[src/rtl/sram_wr_sched.sv]
// sram_wr_sched: four-requester write scheduler for a dual-write-port SRAM.
//
// After reset, a clear sweep writes zero to every SRAM entry, two entries per
// cycle. After the sweep, up to two of four requesters are granted each cycle
// in round-robin order. The grants drive the registered SRAM write ports.
//
// Ports
//   clk, reset                 clock; synchronous active-high reset
//   reqN_valid_i/addr_i/data_i requester N write request (N=0..3)
//   reqN_ready_o               grant to requester N (combinational)
//   weM_o/addrMwr_o/dataMwr_o  SRAM write port M (M=0,1), registered
//   init_busy_o                high while the clear sweep runs
//
// state | meaning
// INIT  | clear sweep, zero written to entries 2k and 2k+1 each cycle
// RUN   | round-robin arbitration, at most two grants per cycle
module sram_wr_sched #(
  parameter int SRAM_DEPTH = 16,
  parameter int SRAM_INDEX = 4,
  parameter int SRAM_WIDTH = 8
) (
  input  logic                  clk,
  input  logic                  reset,
  input  logic                  req0_valid_i,
  input  logic [SRAM_INDEX-1:0] req0_addr_i,
  input  logic [SRAM_WIDTH-1:0] req0_data_i,
  output logic                  req0_ready_o,
  input  logic                  req1_valid_i,
  input  logic [SRAM_INDEX-1:0] req1_addr_i,
  input  logic [SRAM_WIDTH-1:0] req1_data_i,
  output logic                  req1_ready_o,
  input  logic                  req2_valid_i,
  input  logic [SRAM_INDEX-1:0] req2_addr_i,
  input  logic [SRAM_WIDTH-1:0] req2_data_i,
  output logic                  req2_ready_o,
  input  logic                  req3_valid_i,
  input  logic [SRAM_INDEX-1:0] req3_addr_i,
  input  logic [SRAM_WIDTH-1:0] req3_data_i,
  output logic                  req3_ready_o,
  output logic                  we0_o,
  output logic [SRAM_INDEX-1:0] addr0wr_o,
  output logic [SRAM_WIDTH-1:0] data0wr_o,
  output logic                  we1_o,
  output logic [SRAM_INDEX-1:0] addr1wr_o,
  output logic [SRAM_WIDTH-1:0] data1wr_o,
  output logic                  init_busy_o
);

  localparam int HALF = SRAM_DEPTH / 2;

  typedef enum logic {INIT, RUN} state_t;

  state_t                  state, state_nxt;
  logic [SRAM_INDEX-2:0]   sweep_k, sweep_k_nxt;
  logic [1:0]              rr_ptr, rr_ptr_nxt;

  logic [3:0]              valid;
  logic [SRAM_INDEX-1:0]   addr [4];
  logic [SRAM_WIDTH-1:0]   data [4];
  logic [3:0]              ready;

  logic                    g0_v, g1_v;
  logic [SRAM_INDEX-1:0]   g0_addr, g1_addr;
  logic [SRAM_WIDTH-1:0]   g0_data, g1_data;
  logic [1:0]              idx;

  assign valid   = {req3_valid_i, req2_valid_i, req1_valid_i, req0_valid_i};
  assign addr[0] = req0_addr_i;
  assign addr[1] = req1_addr_i;
  assign addr[2] = req2_addr_i;
  assign addr[3] = req3_addr_i;
  assign data[0] = req0_data_i;
  assign data[1] = req1_data_i;
  assign data[2] = req2_data_i;
  assign data[3] = req3_data_i;

  assign req0_ready_o = ready[0];
  assign req1_ready_o = ready[1];
  assign req2_ready_o = ready[2];
  assign req3_ready_o = ready[3];

  assign init_busy_o = (state == INIT);

  always_comb begin
    state_nxt   = state;
    sweep_k_nxt = sweep_k;
    rr_ptr_nxt  = rr_ptr;
    ready       = '0;
    g0_v        = 1'b0;
    g1_v        = 1'b0;
    g0_addr     = '0;
    g1_addr     = '0;
    g0_data     = '0;
    g1_data     = '0;
    idx         = '0;
    case (state)
      INIT: begin
        g0_v    = 1'b1;
        g1_v    = 1'b1;
        g0_addr = {sweep_k, 1'b0};
        g1_addr = {sweep_k, 1'b1};
        if (sweep_k == (SRAM_INDEX-1)'(HALF - 1)) begin
          state_nxt   = RUN;
          sweep_k_nxt = '0;
        end else begin
          sweep_k_nxt = sweep_k + (SRAM_INDEX-1)'(1);
        end
      end
      RUN: begin
        for (int i = 0; i < 4; i++) begin
          idx = rr_ptr + 2'(i);
          if (valid[idx] && !g1_v) begin
            if (!g0_v) begin
              g0_v       = 1'b1;
              g0_addr    = addr[idx];
              g0_data    = data[idx];
              ready[idx] = 1'b1;
              rr_ptr_nxt = idx + 2'd1;
            end else if (addr[idx] != g0_addr) begin
              // same-address candidate is skipped so both ports never collide
              g1_v       = 1'b1;
              g1_addr    = addr[idx];
              g1_data    = data[idx];
              ready[idx] = 1'b1;
              rr_ptr_nxt = idx + 2'd1;
            end
          end
        end
      end
      default: state_nxt = INIT;
    endcase
    // a reset cycle must not report a transfer that will never be written
    if (reset) ready = '0;
  end

  always_ff @(posedge clk) begin
    if (reset) begin
      state     <= INIT;
      sweep_k   <= '0;
      rr_ptr    <= '0;
      we0_o     <= 1'b0;
      we1_o     <= 1'b0;
      addr0wr_o <= '0;
      addr1wr_o <= '0;
      data0wr_o <= '0;
      data1wr_o <= '0;
    end else begin
      state   <= state_nxt;
      sweep_k <= sweep_k_nxt;
      rr_ptr  <= rr_ptr_nxt;
      we0_o   <= g0_v;
      we1_o   <= g1_v;
      if (g0_v) begin
        addr0wr_o <= g0_addr;
        data0wr_o <= g0_data;
      end
      if (g1_v) begin
        addr1wr_o <= g1_addr;
        data1wr_o <= g1_data;
      end
    end
  end

endmodule

[config.mk]
export PLATFORM = sky130hd
export DESIGN_NAME = sram_wr_sched
export DESIGN_NICKNAME = d
export VERILOG_FILES = /design/src/rtl/sram_wr_sched.sv
export SDC_FILE = /design/constraint.sdc
export NUM_CORES = 1
export LEC_CHECK = 0
export ABC_CLOCK_PERIOD_IN_PS = 4500
export BUFFER_PORTS_ARGS = -buffer_cell sky130_fd_sc_hd__buf_2
export CORE_MARGIN = 2
export CORE_UTILIZATION = 50
export DETAILED_ROUTE_END_ITERATION = 6
export PLACE_DENSITY_LB_ADDON = 0.2
export SYNTH_ARGS = -nofsm -noshare
export SYNTH_HDL_FRONTEND = slang
export SYNTH_SLANG_ARGS = --single-unit
[constraint.sdc]
create_clock -name clk -period 4.5 [get_ports clk]
set_input_delay 0 -clock clk [delete_from_list [all_inputs] [get_ports clk]]
set_output_delay 0 -clock clk [all_outputs]
set_load 0.01 [all_outputs]
# After elaboration in Yosys (flattened, before gate mapping)
# Cells that the tools add are included.
[op_classes]
n_addsub = 7
n_mul = 0
n_div = 0
magnitude_cmp = 12
n_eq_ne = 4
shift = 0
mux = 128
n_bitwise = 8
n_reduce_logical = 10
[ops]
columns = ["operator", "count"]
rows = [
  ["$mux 8", 26],
  ["$mux 4", 42],
  ["$bmux 8 s2", 4],
  ["$bmux 4 s2", 4],
  ["$mux 1", 29],
  ["$mux 2", 10],
  ["$pmux 4 s2", 2],
  ["$ge 3x3->1 const B", 4],
  ["$lt 2x3->1 const B", 4],
  ["$ne 4x4->1", 3],
  ["$not 2->3", 4],
  ["$or 4x4->4", 3],
  ["$add 2x1->2 const B", 4],
  ["$bmux 1 s2", 4],
  ["$demux 1 s2", 4],
  ["$ge 2x1->1 const B", 4],
  ["$logic_and 1x1->1", 7],
  ["$add 2x2->2 const B", 2],
  ["$pmux 1 s2", 2],
  ["$add 3x1->3 const B", 1],
  ["$eq 3x3->1 const B", 1],
  ["$logic_not 1->1", 3],
  ["$mux 3", 1],
  ["$not 1->1", 1],
]
[word_totals]
reg_bits = 32
latchBits = 0
ram_bits = 0
romBits = 0
inputBits = 54
out_inout_bits = 31
memories = 0

# Longest topological paths before layout
# Gate-level depths: netlist of the first run.
[logic_depth]
depth_word = 22
depth_mapped = 15
depth_no_buf = 10

# Worst setup path before layout of the first run
# Ideal clock, no wire load.
[synth_path]
path_kind = "flip-flop to flip-flop"
start = "register rr_ptr[1]"
end = "register rr_ptr[1]"
setup_ns = 0.145
t_arrival_ns = 4.072
setup_slack_ns = 0.283
path_stages_with_launch = 14
n_path_buf = 4
synth_period_minus_slack_ns = 4.217
path_cell_list = "dfxtp_1 -> buf_4 -> buf_4 -> buf_1 -> inv_1 -> ha_1 -> clkbuf_1 -> mux4_2 -> xor2_1 -> o41a_1 -> and2_4 -> o41ai_2 -> or3_1 -> o311ai_0"
[synth_via]
elab_chain_len = 19
elab_cells_between_ends = 70
[synth_rtl]
columns = ["element", "line_no", "text"]
rows = [
  ["start, declared", "55", "logic [1:0] rr_ptr, rr_ptr_nxt;"],
  ["start signal, assigned", "150", "rr_ptr <= rr_ptr_nxt;"],
  ["branches (longest 18 deep; another with $add 2x1->2)", "-", ""],
  ["$mux 2 *", "112", "if (valid[idx] && !g1_v) begin"],
]
# Every way passes the cells marked *. The select of a mux whose other input is x is not followed.
# A chain may end at the register's enable or synchronous reset.

# Worst setup path in the final report of the first run
[layout_path]
start = "register rr_ptr[0]"
end = "register data1wr_o[0]"
[layout_via]
elab_chain_len = 20
elab_cells_between_ends = 80
[layout_rtl]
columns = ["element", "line_no", "text"]
rows = [
  ["branches (longest 20 deep; another with $add 2x1->2)", "-", ""],
  ["end signal, assigned", "159", "data1wr_o <= g1_data;"],
  ["end, declared", "45", "output logic [SRAM_WIDTH-1:0] data1wr_o,"],
]
# Parallel ways; which one is timed is not known. The select of a mux whose other input is x is not followed.

==> results of run 1 <==
## state kept, by name, summed over array words and instances (netlist names)
name,count
data0wr_o,8
data1wr_o,8
addr0wr_o,4
addr1wr_o,4
sweep_k,3
rr_ptr,2
state,1
we0_o,1
we1_o,1
## timing repair
action	in CTS	in global routing
resized for setup	0	1
endpoints found under the setup margin	0	1
hold endpoints to repair	0	0
setup buffers	0	0
## stage by stage
stage	instance area [um2]	utilization, %	hold slack (ns)	std cells
after floorplan	3800	-	0.143	393
after global placement	4270	58.6	0.394	553
after detailed placement	4270	58.6	0.392	553
after CTS	4390	60.1	0.210	561
after global routing	4400	60.3	0.234	561
final	4400	60.3	0.215	561
## area by class of cell
cell class / instances / area (um2) / area share (%)
clock buffer: 5 / 68.8 / 1.57
sequential: 32 / 644 / 14.7
inverter: 16 / 60.1 / 1.37
timing repair buffer: 94 / 508 / 11.6
clock inverter: 3 / 42.5 / 0.968
tap: 99 / 124 / 2.82
multi-input combinational: 312 / 2950 / 67.1
## worst reg2reg max path, stage by stage, from the launching register on
cell	delay, ns
dfxtp_4	0.60
inv_1	0.21
ha_1	0.49
mux4_2	0.26
buf_4	0.25
and3b_1	0.23
or3_1	0.31
a211o_1	0.33
a2111oi_4	0.50
o2111ai_2	0.46
nand2b_1	0.33
o32ai_2	0.11
## cell families (layout without fill, tap and decap cells)
group	Yosys count	in the layout
compound gates	113	113
buf+inv	49	118
mux	63	63
flops	32	32
xor+xnor	14	14
fa+ha+maj	7	7
simple gates	115	115
## synth_stat cells, drive strengths merged (5+ instances only)
library cell  instances
nand3                 6
a221o                11
nor2                 47
inv                  16
xor2                 11
nand2                28
mux4                 52
dfxtp                32
a31oi                 6
buf                  19
o21ai                15
ha                    7
a22oi                20
mux2i                10
a21oi                17
a222oi                5
clkbuf               14
## final timing paths
kind | startpoint | endpoint | slack, ns | cells past startpoint
worst min-delay path | reset | data0wr_o[2] | 0.22 | 2
worst max-delay path | rr_ptr[0] | data1wr_o[0] | 0.30 | 11
worst min register to register | addr0wr_o[3] | addr0wr_o[3] | 0.49 | 2
worst max register to register | rr_ptr[0] | data1wr_o[0] | 0.30 | 11
## power by group through the flow
| stage | sequential (W) | clock [W] | combinational (W) |
|---|---|---|---|
| 2_1_floorplan | 0.000304 | 0 | 0.000176 |
| 3_3_place_gp | 0.000303 | 0 | 0.000265 |
| 3_5_place_dp | 0.000304 | 0 | 0.000268 |
| 4_1_cts | 0.000297 | 0.000276 | 0.000269 |
| 5_1_grt | 0.000298 | 0.000287 | 0.000299 |
| 6_report | 0.000297 | 0.000272 | 0.000277 |
## metal layers
metal | vias to the layer above | global-route usage (%)
met1 | 1747 | 39.5
met3 | 15 | 4.40
met5 | - | 0
met2 | 187 | 38.3
met4 | 0 | 3.41
li1 | 1703 | -
==> run metrics, run 1 <==
leading cell types in the layout, fill and taps excluded=84 x buf_2, 52 x mux4_2, 47 x nor2_1; number of sinks on the clock net=32; total of endpoints with negative setup slack in the final report=0; total inserted antenna cells=0; total detailed-routing wirelength=10700 um; root buffer cell=clkbuf_8; worst path buffer plus inverter count=2; register clock-pin slew on the reported worst setup and hold paths=around 0.080 ns; multiplexer share of the synthesized area=33.8%; peak clock frequency supported by timing=0.238 GHz; number of global-route vias before repair=3304; number of buffers on the longest clock path=2; uppermost layer routed=met4; Metal-1 WL=between 4000 and 5000 um; count of mapped cells out of synthesis=between 300 and 400; maximum fanout along the worst path=22; count of flip-flops with a built-in enable after synthesis=0; Detailed Place HPWL=8270 um; Combinational Power Share=about 33%; Clk Latency, worst-skew pair=0.29 ns; fin crit share=93.3%; Slew Viols, Final=0; final total power=0.000846 W; initial DRC count=~320; top cells by area in the synthesized netlist=mux4_2 31%, dfxtp_1 17%, nor2_1 4.6%, a22oi_1 4.0%, a221o_1 2.9%; number of antenna violations at the first check in global routing=0; total negative setup slack=0 ns; quantity of hold-fixing buffers added after cts=0; core outline area=7290 um2; Worst Skew=0.0140 ns; crit path time final=4.20 ns; NumNets Final=522; net switching share of the total power=31.9%; number of buffers inserted during clock tree synthesis=5; crit path capture type=register; register area share after synthesis=16.9%; average wire per cell in the routed design=19.0 um; Hold Fails Final Rpt=0; IO Count=85; signed area change from the synthesized netlist to the final layout=15.8%; switching power of the nets=~0.00027 W; cell accounting for the most synthesized area=mux4_2; startpoint types=register; synthesized-area fraction occupied by ao, oa, aoi and oai cells=between 20% and 30%; critical path arrival=4.36 ns; placer congestion estimate=0.953; Critical-path top delay cell=dfxtp_4; most common library cell in the layout ignoring fill and taps=buf_2; number of max-cap violations=0; Internal Pwr Total=0.000576 W; fraction of synthesis flops using an asynchronous set or reset pin=0%; CTS tree=done; drc violations=0; family of cells with the greatest summed delay on the critical path=compound AO/OA/AOI/OAI gates; net count after synthesis=454; number of library cell types mapped by synthesis=61; Critical Path RT=4.66 ns; via density per instance=between 6 and 7; Sequential Power Share=between 30% and 40%; simple-gate share of the synthesized area=between 10% and 20%; Avg Cell Area, Syn=9.66 um2; fraction of synthesized cell area in xor and xnor cells=around 3.2%; synthesized flop and latch total=32; count of input and output buffers=84; headroom to the max-slew limit=45.7%; setup repair after global routing missed its margin=false; wire length of the first global-routing pass=around 17000 um; maximum level of the CTS H-tree=2; combinational family with the most area after synthesis=multiplexers; initial cell density of the core=52.1%; number of vias after detailed routing=~3.7k; setup ws final=0.300 ns; share of final-layout standard cells stronger than drive strength 1=36.4%; ordered cell list for the critical path=inv_1, ha_1, mux4_2, buf_4, and3b_1, or3_1, a211o_1, a2111oi_4, o2111ai_2, nand2b_1, o32ai_2; count of warnings emitted by yosys=0; height of the die=91.2 um; Pre-antenna DRT Iters=5; leakage power figure=between 1.5 and 2 nW; mapped cell area=3800 um2; area fraction of the dominant cell type after synthesis=30.8%; biggest cell delay along the critical path=0.60 ns; outcome=completed; maximum number of pins on one net before global-route repair=42; maximum resistive drop on vdd=about 0.00011 V; die outline area=8310 um2; worst slack after detailed placement=a little under 0.4 ns; number of fillers in the final layout=approximately 660; Chip Width=~90 um; power per cell area=192 nW/um2; Primary FF master, synth=dfxtp_1; routed wire length on met2=4810 um; arithmetic-cell share of the synthesized area counting full adders, half adders and majority gates=2.31%; All-Layer GR Usage=25.5%; transition at the pin with the smallest max-transition slack=between 0.8 and 0.9 ns; Routed met3 length=884 um; Final ANT Viol Nets=0; GRT overflow=0; classification of the worst setup path=register to register; number of core rows=31; power share of the clock group=32.2%; worst min path class=input port to register
Power figures use the tool's default switching activity.
==> run 2: changes to the inputs <==
--- a/config.mk
+++ b/config.mk
@@ -5,6 +5,7 @@
 export SDC_FILE = /design/constraint.sdc
 export NUM_CORES = 1
 export LEC_CHECK = 0
+export ABC_AREA = 1
 export ABC_CLOCK_PERIOD_IN_PS = 4500
 export BUFFER_PORTS_ARGS = -buffer_cell sky130_fd_sc_hd__buf_2
 export CORE_MARGIN = 2
==> run 2 against run 1 <==
  * Worst hold slack lost 0.019 ns
  * Area after synthesis up 8.6%
  * Critical path type is now register to primary output
  * Sequential share of layout area decreased by 0.52 points
==> run metrics, run 2 <==
global routing usage on met3=2.47%; number of max-cap violations=0; leading cell type by number of instances after synthesis=nand2_1; Avg Cell Area, Syn=5.53 um2; most crowded layer after global routing=met2; fraction of synthesis flops using an asynchronous set or reset pin=0%; Hold Crit Depth=2; number of buffers inserted during clock tree synthesis=5; count of flip-flops with a built-in enable after synthesis=0; total inserted antenna cells=0; crit path time final=3.88 ns; wire length of the first global-routing pass=19100 um; count of input and output buffers=84; IO Count=85; placer congestion estimate=0.941; share of final-layout standard cells stronger than drive strength 1=21.6%; maximum resistive drop on vdd=0.000104 V; total of endpoints with negative setup slack in the final report=0; count of warnings emitted by yosys=0; root buffer cell=clkbuf_8; headroom to the max-slew limit=29.6%; startpoint types=register; Hold Path Sink=we1_o; net count after synthesis=807; initial cell density of the core=about 51%; All-Layer GR Usage=roughly a quarter; initial DRC count=396; number of antenna violations at the first check in global routing=0; top cells by area in the synthesized netlist=nand2_1 24%, dfxtp_1 16%, o21ai_0 11%, inv_1 7.8%, nand3_1 6.3%; fin crit share=between 80% and 90%; family of cells with the greatest summed delay on the critical path=simple AND/OR/NAND/NOR gates; critical path arrival=3.88 ns; maximum fanout along the worst path=73; drc violations=0; via density per instance=5.30; register clock-pin slew on the reported worst setup and hold paths=approximately 0.06 ns; Final ANT Viol Nets=0; Pre-antenna DRT Iters=5; setup repair after global routing missed its margin=false; placed cell areas=~4500 um2; CTS tree=done; Clk Latency, worst-skew pair=0.28 ns; number of buffers on the longest clock path=2; Hold Fails Final Rpt=0; maximum level of the CTS H-tree=2; Chip Width=94.8 um; die outline area=8990 um2; GR Layer Usage met2=40.0%; final design instance area without fill=4540 um2; end of the worst register-to-register path=rr_ptr[1]; quantity of hold-fixing buffers added after cts=0; ordered cell list for the critical path=buf_4, nand2_1, nand2_2, nand2_1, nand2_2, nand2_1, nand2_1, nand2_1, nand2_1, inv_1, nand2_2, nand3_4, nand2_4, inv_2, nand2_2, nand4_4, nand2_1, nand2_1, a31oi_1, buf_2; Critical-path top delay cell=buf_4; most common library cell in the layout ignoring fill and taps=nand2_1; synthesized flop and latch total=32; mapped cell area=a little over 4000 um2; top post-synthesis cells by count=262 x nand2_1, 89 x o21ai_0, 86 x inv_1; transition at the pin with the smallest max-transition slack=1.05 ns; number of global-route vias before repair=4175; area fraction of the dominant cell type after synthesis=a little under a quarter; worst-case register-to-register setup slack=~0.94 ns; number of core rows=33; Detailed Place HPWL=8930 um; Resized cells post-CTS=0; classification of the worst setup path=register to primary output; number of sinks on the clock net=32; fraction of met1 tracks used by global routing=38.7%; worst path buffer plus inverter count=4; total negative setup slack=0 ns; number of library cell types mapped by synthesis=40; cell accounting for the most synthesized area=nand2_1; height of the die=94.8 um; biggest cell delay along the critical path=around 0.50 ns; depth of the worst register-to-register path=20; leakage power figure=2.35 nW; total detailed-routing wirelength=11300 um; Worst Skew=0.00587 ns; core outline area=8090 um2; average wire per cell in the routed design=12.5 um; outcome=completed; Critical Path RT=4.50 ns; crit path capture type=primary output; power per cell area=178 nW/um2; number of vias after detailed routing=4800; peak clock frequency supported by timing=0.258 GHz; worst min path class=input port to register; Slew Viols, Final=0; source of the worst register-to-register timing path=rr_ptr[0]; Crit path top cell by count=nand2_1; leading cell types in the layout, fill and taps excluded=262 x nand2_1, 89 x o21ai_0, 86 x inv_1; buffer count from post-CTS setup fixing=0; beginning of the critical path=rr_ptr[0]; NumNets Final=861; leading registers by flop count=data0wr_o x8, data1wr_o x8; count of mapped cells out of synthesis=746; signed area change from the synthesized netlist to the final layout=10.1%; register area share after synthesis=15.5%; worst hold path startpoint=reset; maximum number of pins on one net before global-route repair=74; GRT overflow=0; Primary FF master, synth=dfxtp_1
==> run 2: cell count changes in the layout (fill, tap and decap cells not counted), sizes merged, moves of 13 or more <==
| cell | before | now |
|---|---|---|
| nand3 | 6 | 60 |
| inv | 16 | 97 |
| a22oi | 20 | 4 |
| a21oi | 17 | 36 |
| nand2 | 28 | 294 |
| nand4 | 0 | 13 |
| mux4 | 52 | 0 |
| o21ai | 15 | 96 |
==> run 2: kinds of logic (layout without fill, tap and decap cells) <==
logic type,count (synthesis),in the layout,synth area share [%]
AO/OA/AOI/OAI,154,154,21.8
adder cells (fa/ha/maj),7,7,2.12
buffers and inverters,140,194,15.1
flip-flops,32,32,15.5
multiplexers,1,1,0.243
AND/OR/NAND/NOR,412,412,45.2
==> run 2: through the flow <==
step / setup slack [ns] / util (%) / total power [W] / instances / hold WS [ns]
after floorplan: 1.07 / - / 0.000529 / 746 / 0.0624
after global placement: 1.07 / 55.1 / 0.000602 / 898 / 0.394
after detailed placement: 0.999 / 55.1 / 0.000607 / 898 / 0.400
after CTS: 0.681 / 56.1 / 0.000809 / 905 / 0.193
after global routing: 0.264 / 56.1 / 0.000864 / 905 / 0.220
final: 0.619 / 56.1 / 0.000808 / 905 / 0.197
==> run 2: final cells by class <==
class                           instances  area [um2]
Multi-Input combinational cell        574        2860
Tap cell                              105         131
Inverter                               99         380
Timing Repair Buffer                   88         450
Sequential cell                        32         642
Clock buffer                            6        72.6
Fill cell                             856        3550
Clock inverter                          1        5.00
==> run 2: where the power goes <==
group,switching (W),internal (W)
sequential,0.00000567,0.000293
combinational,0.000206,0.000104
clock,0.0000958,0.000105
total,0.000307,0.000501
==> run 2: worst max-delay path by stage <==
stage	endpoint	slack, ns	depth (start not counted)
global placement	rr_ptr[1]	1.07	20
finish	req0_ready_o	0.62	20
CTS	req0_ready_o	0.68	20
global route	req0_ready_o	0.26	20
detailed placement	req0_ready_o	1.0	20
floorplan	data1wr_o[0]	1.07	24
==> run 2: routing by layer <==
layer	up-vias	part of all wire [%]
li1	2491	-
met1	2079	48
met2	213	43
met3	17	8.5
met4	0	1.3
met5	-	0
==> run 3: changes to the inputs <==
--- a/config.mk
+++ b/config.mk
@@ -11,7 +11,7 @@
 export CORE_MARGIN = 2
 export CORE_UTILIZATION = 50
 export DETAILED_ROUTE_END_ITERATION = 6
-export PLACE_DENSITY_LB_ADDON = 0.2
+export PLACE_DENSITY = 0.73
 export SYNTH_ARGS = -nofsm -noshare
 export SYNTH_HDL_FRONTEND = slang
 export SYNTH_SLANG_ARGS = --single-unit
==> run 3 against run 2 <==
  * Sequential share of layout area shrank 0.058 points
  * Setup slack better by 0.0027 ns
  * Non-clock buffer count stayed put
  * Highest routed layer unchanged
  * Critical path depth unchanged
  * Register-to-register slack about the same
  * Worst hold slack better by 0.0080 ns
  * Maximum frequency is essentially flat
  * Final cell count unchanged
  * Clock-buffer cell count is 1 higher
  * Flip-flop and latch count did not move
  * Clock power is 15% higher
==> run metrics, run 3 (synthesized netlist as in run 2, its figures left out) <==
worst hold path startpoint=reset; power share of the clock group=approximately 28%; die outline area=8990 um2; Worst Skew=0.00449 ns; Internal Pwr Total=0.000533 W; maximum level of the CTS H-tree=2; switching power of the nets=approximately 0.00031 W; buffer count from post-CTS setup fixing=0; Hold Crit Depth=2; total of endpoints with negative setup slack in the final report=0; maximum number of pins on one net before global-route repair=74; leakage power figure=2.36 nW; initial cell density of the core=50.9%; number of global-route vias before repair=4118; signed area change from the synthesized netlist to the final layout=10.6%; Pre-antenna DRT Iters=6; IO Count=85; Final ANT Viol Nets=0; peak clock frequency supported by timing=about 0.26 GHz; worst-case register-to-register setup slack=0.93 ns; total negative setup slack=0 ns; number of buffers inserted during clock tree synthesis=5; Clk Latency, worst-skew pair=0.28 ns; leading cell types in the layout, fill and taps excluded=262 x nand2_1, 89 x o21ai_0, 86 x inv_1; share of final-layout standard cells stronger than drive strength 1=21.8%; CTS tree=done; classification of the worst setup path=register to primary output; total inserted antenna cells=0; most common library cell in the layout ignoring fill and taps=nand2_1; outcome=completed; core outline area=8090 um2; Critical Path RT=4.50 ns; Combinational Power Share=a little under two fifths; worst min path class=input port to register; crit path time final=3.88 ns; number of antenna violations at the first check in global routing=0; critical path arrival=between 3 and 4 ns; number of core rows=33; placed cell areas=4460 um2; maximum resistive drop on vdd=approximately 0.00009 V; Hold Path Sink=data1wr_o[6]; startpoint types=register; All-Layer GR Usage=25.8%; register clock-pin slew on the reported worst setup and hold paths=roughly 0.060 ns; Chip Width=94.8 um; number of buffers on the longest clock path=2; number of sinks on the clock net=32; quantity of hold-fixing buffers added after cts=0; average wire per cell in the routed design=12.6 um; final design instance area without fill=4560 um2; count of input and output buffers=84; via density per instance=between 5 and 6; setup repair after global routing missed its margin=false; Hold Fails Final Rpt=0; Resized cells post-CTS=0; fin crit share=86.2%; headroom to the max-slew limit=27.0%; initial DRC count=312; source of the worst register-to-register timing path=rr_ptr[0]; setup ws final=around 0.62 ns; leading registers by flop count=data0wr_o x8, data1wr_o x8; final total power=0.000842 W; Sequential Power Share=35.5%; NumNets Final=861; net switching share of the total power=between 30% and 40%; number of fillers in the final layout=~840; placer congestion estimate=0.975; total detailed-routing wirelength=between 10000 and 15000 um; maximum fanout along the worst path=73; height of the die=94.8 um; transition at the pin with the smallest max-transition slack=1.09 ns; drc violations=0; crit path capture type=primary output; number of vias after detailed routing=between 4k and 5k; end of the worst register-to-register path=rr_ptr[1]; Slew Viols, Final=0; wire length of the first global-routing pass=18900 um; number of max-cap violations=0; GRT overflow=0; worst slack after detailed placement=0.999 ns; depth of the worst register-to-register path=20; power per cell area=approximately 180 nW/um2; root buffer cell=clkbuf_8; Detailed Place HPWL=9030 um
==> run 3: final cells by class <==
| class | instances | area [um2] | share of cell area (%) |
|---|---|---|---|
| Multi-Input combinational cell | 574 | 2860 | 62.7 |
| Sequential cell | 32 | 642 | 14.1 |
| Timing Repair Buffer | 88 | 450 | 9.88 |
| Inverter | 99 | 380 | 8.34 |
| Tap cell | 105 | 131 | 2.88 |
| Clock buffer | 7 | 96.3 | 2.11 |
==> run 3: worst max-delay path: stages (launching register included) <==
cell	delay, ns
dfxtp_2	0.36
buf_4	0.50
nand2_1	0.16
nand2_2	0.12
nand2_1	0.06
nand2_2	0.30
nand2_1	0.19
nand2_1	0.09
nand2_1	0.05
nand2_1	0.06
inv_1	0.06
nand2_2	0.08
nand3_4	0.16
nand2_4	0.14
inv_2	0.05
nand2_2	0.22
nand4_4	0.26
nand2_1	0.29
nand2_1	0.09
a31oi_1	0.16
buf_2	0.16
==> run 3: worst max-delay path by stage <==
| stage | startpoint | end | slack, ns | depth (start not counted) |
|---|---|---|---|---|
| final | rr_ptr[0] | req3_ready_o | 0.62 | 20 |
| after global placement | rr_ptr[0] | rr_ptr[1] | 1.08 | 20 |
| after detailed placement | rr_ptr[0] | rr_ptr[1] | 1.0 | 20 |
| after global routing | rr_ptr[0] | req1_ready_o | 0.28 | 20 |
| after CTS | rr_ptr[0] | req0_ready_o | 0.69 | 20 |
| after floorplan | rr_ptr[1] | data1wr_o[0] | 1.07 | 24 |
==> run 3: per-layer routing <==
layer	track usage, %	share of wire [%]	wire, um
met5	0	0	0
met4	6.64	1.5	171
met3	3.51	8.5	974
met2	39.5	42	4830
met1	37.8	48	5410
==> run 3: power by group through the flow <==
| stage | registers (W) | clock network, W | logic, W |
|---|---|---|---|
| floorplan | 0.000306 | 0 | 0.000223 |
| global placement | 0.000304 | 0 | 0.000298 |
| detailed placement | 0.000305 | 0 | 0.000304 |
| CTS | 0.000299 | 0.000236 | 0.000305 |
| global route | 0.000300 | 0.000246 | 0.000353 |
| finish | 0.000299 | 0.000232 | 0.000311 |
==> run 3: stage by stage <==
| stage | hold slack, ns | cells | utilization, % |
|---|---|---|---|
| 2_1_floorplan | 0.0624 | 746 | - |
| 3_3_place_gp | 0.398 | 898 | 55.1 |
| 3_5_place_dp | 0.400 | 898 | 55.1 |
| 4_1_cts | 0.196 | 905 | 56.3 |
| 5_1_grt | 0.221 | 905 | 56.3 |
| 6_report | 0.205 | 905 | 56.3 |
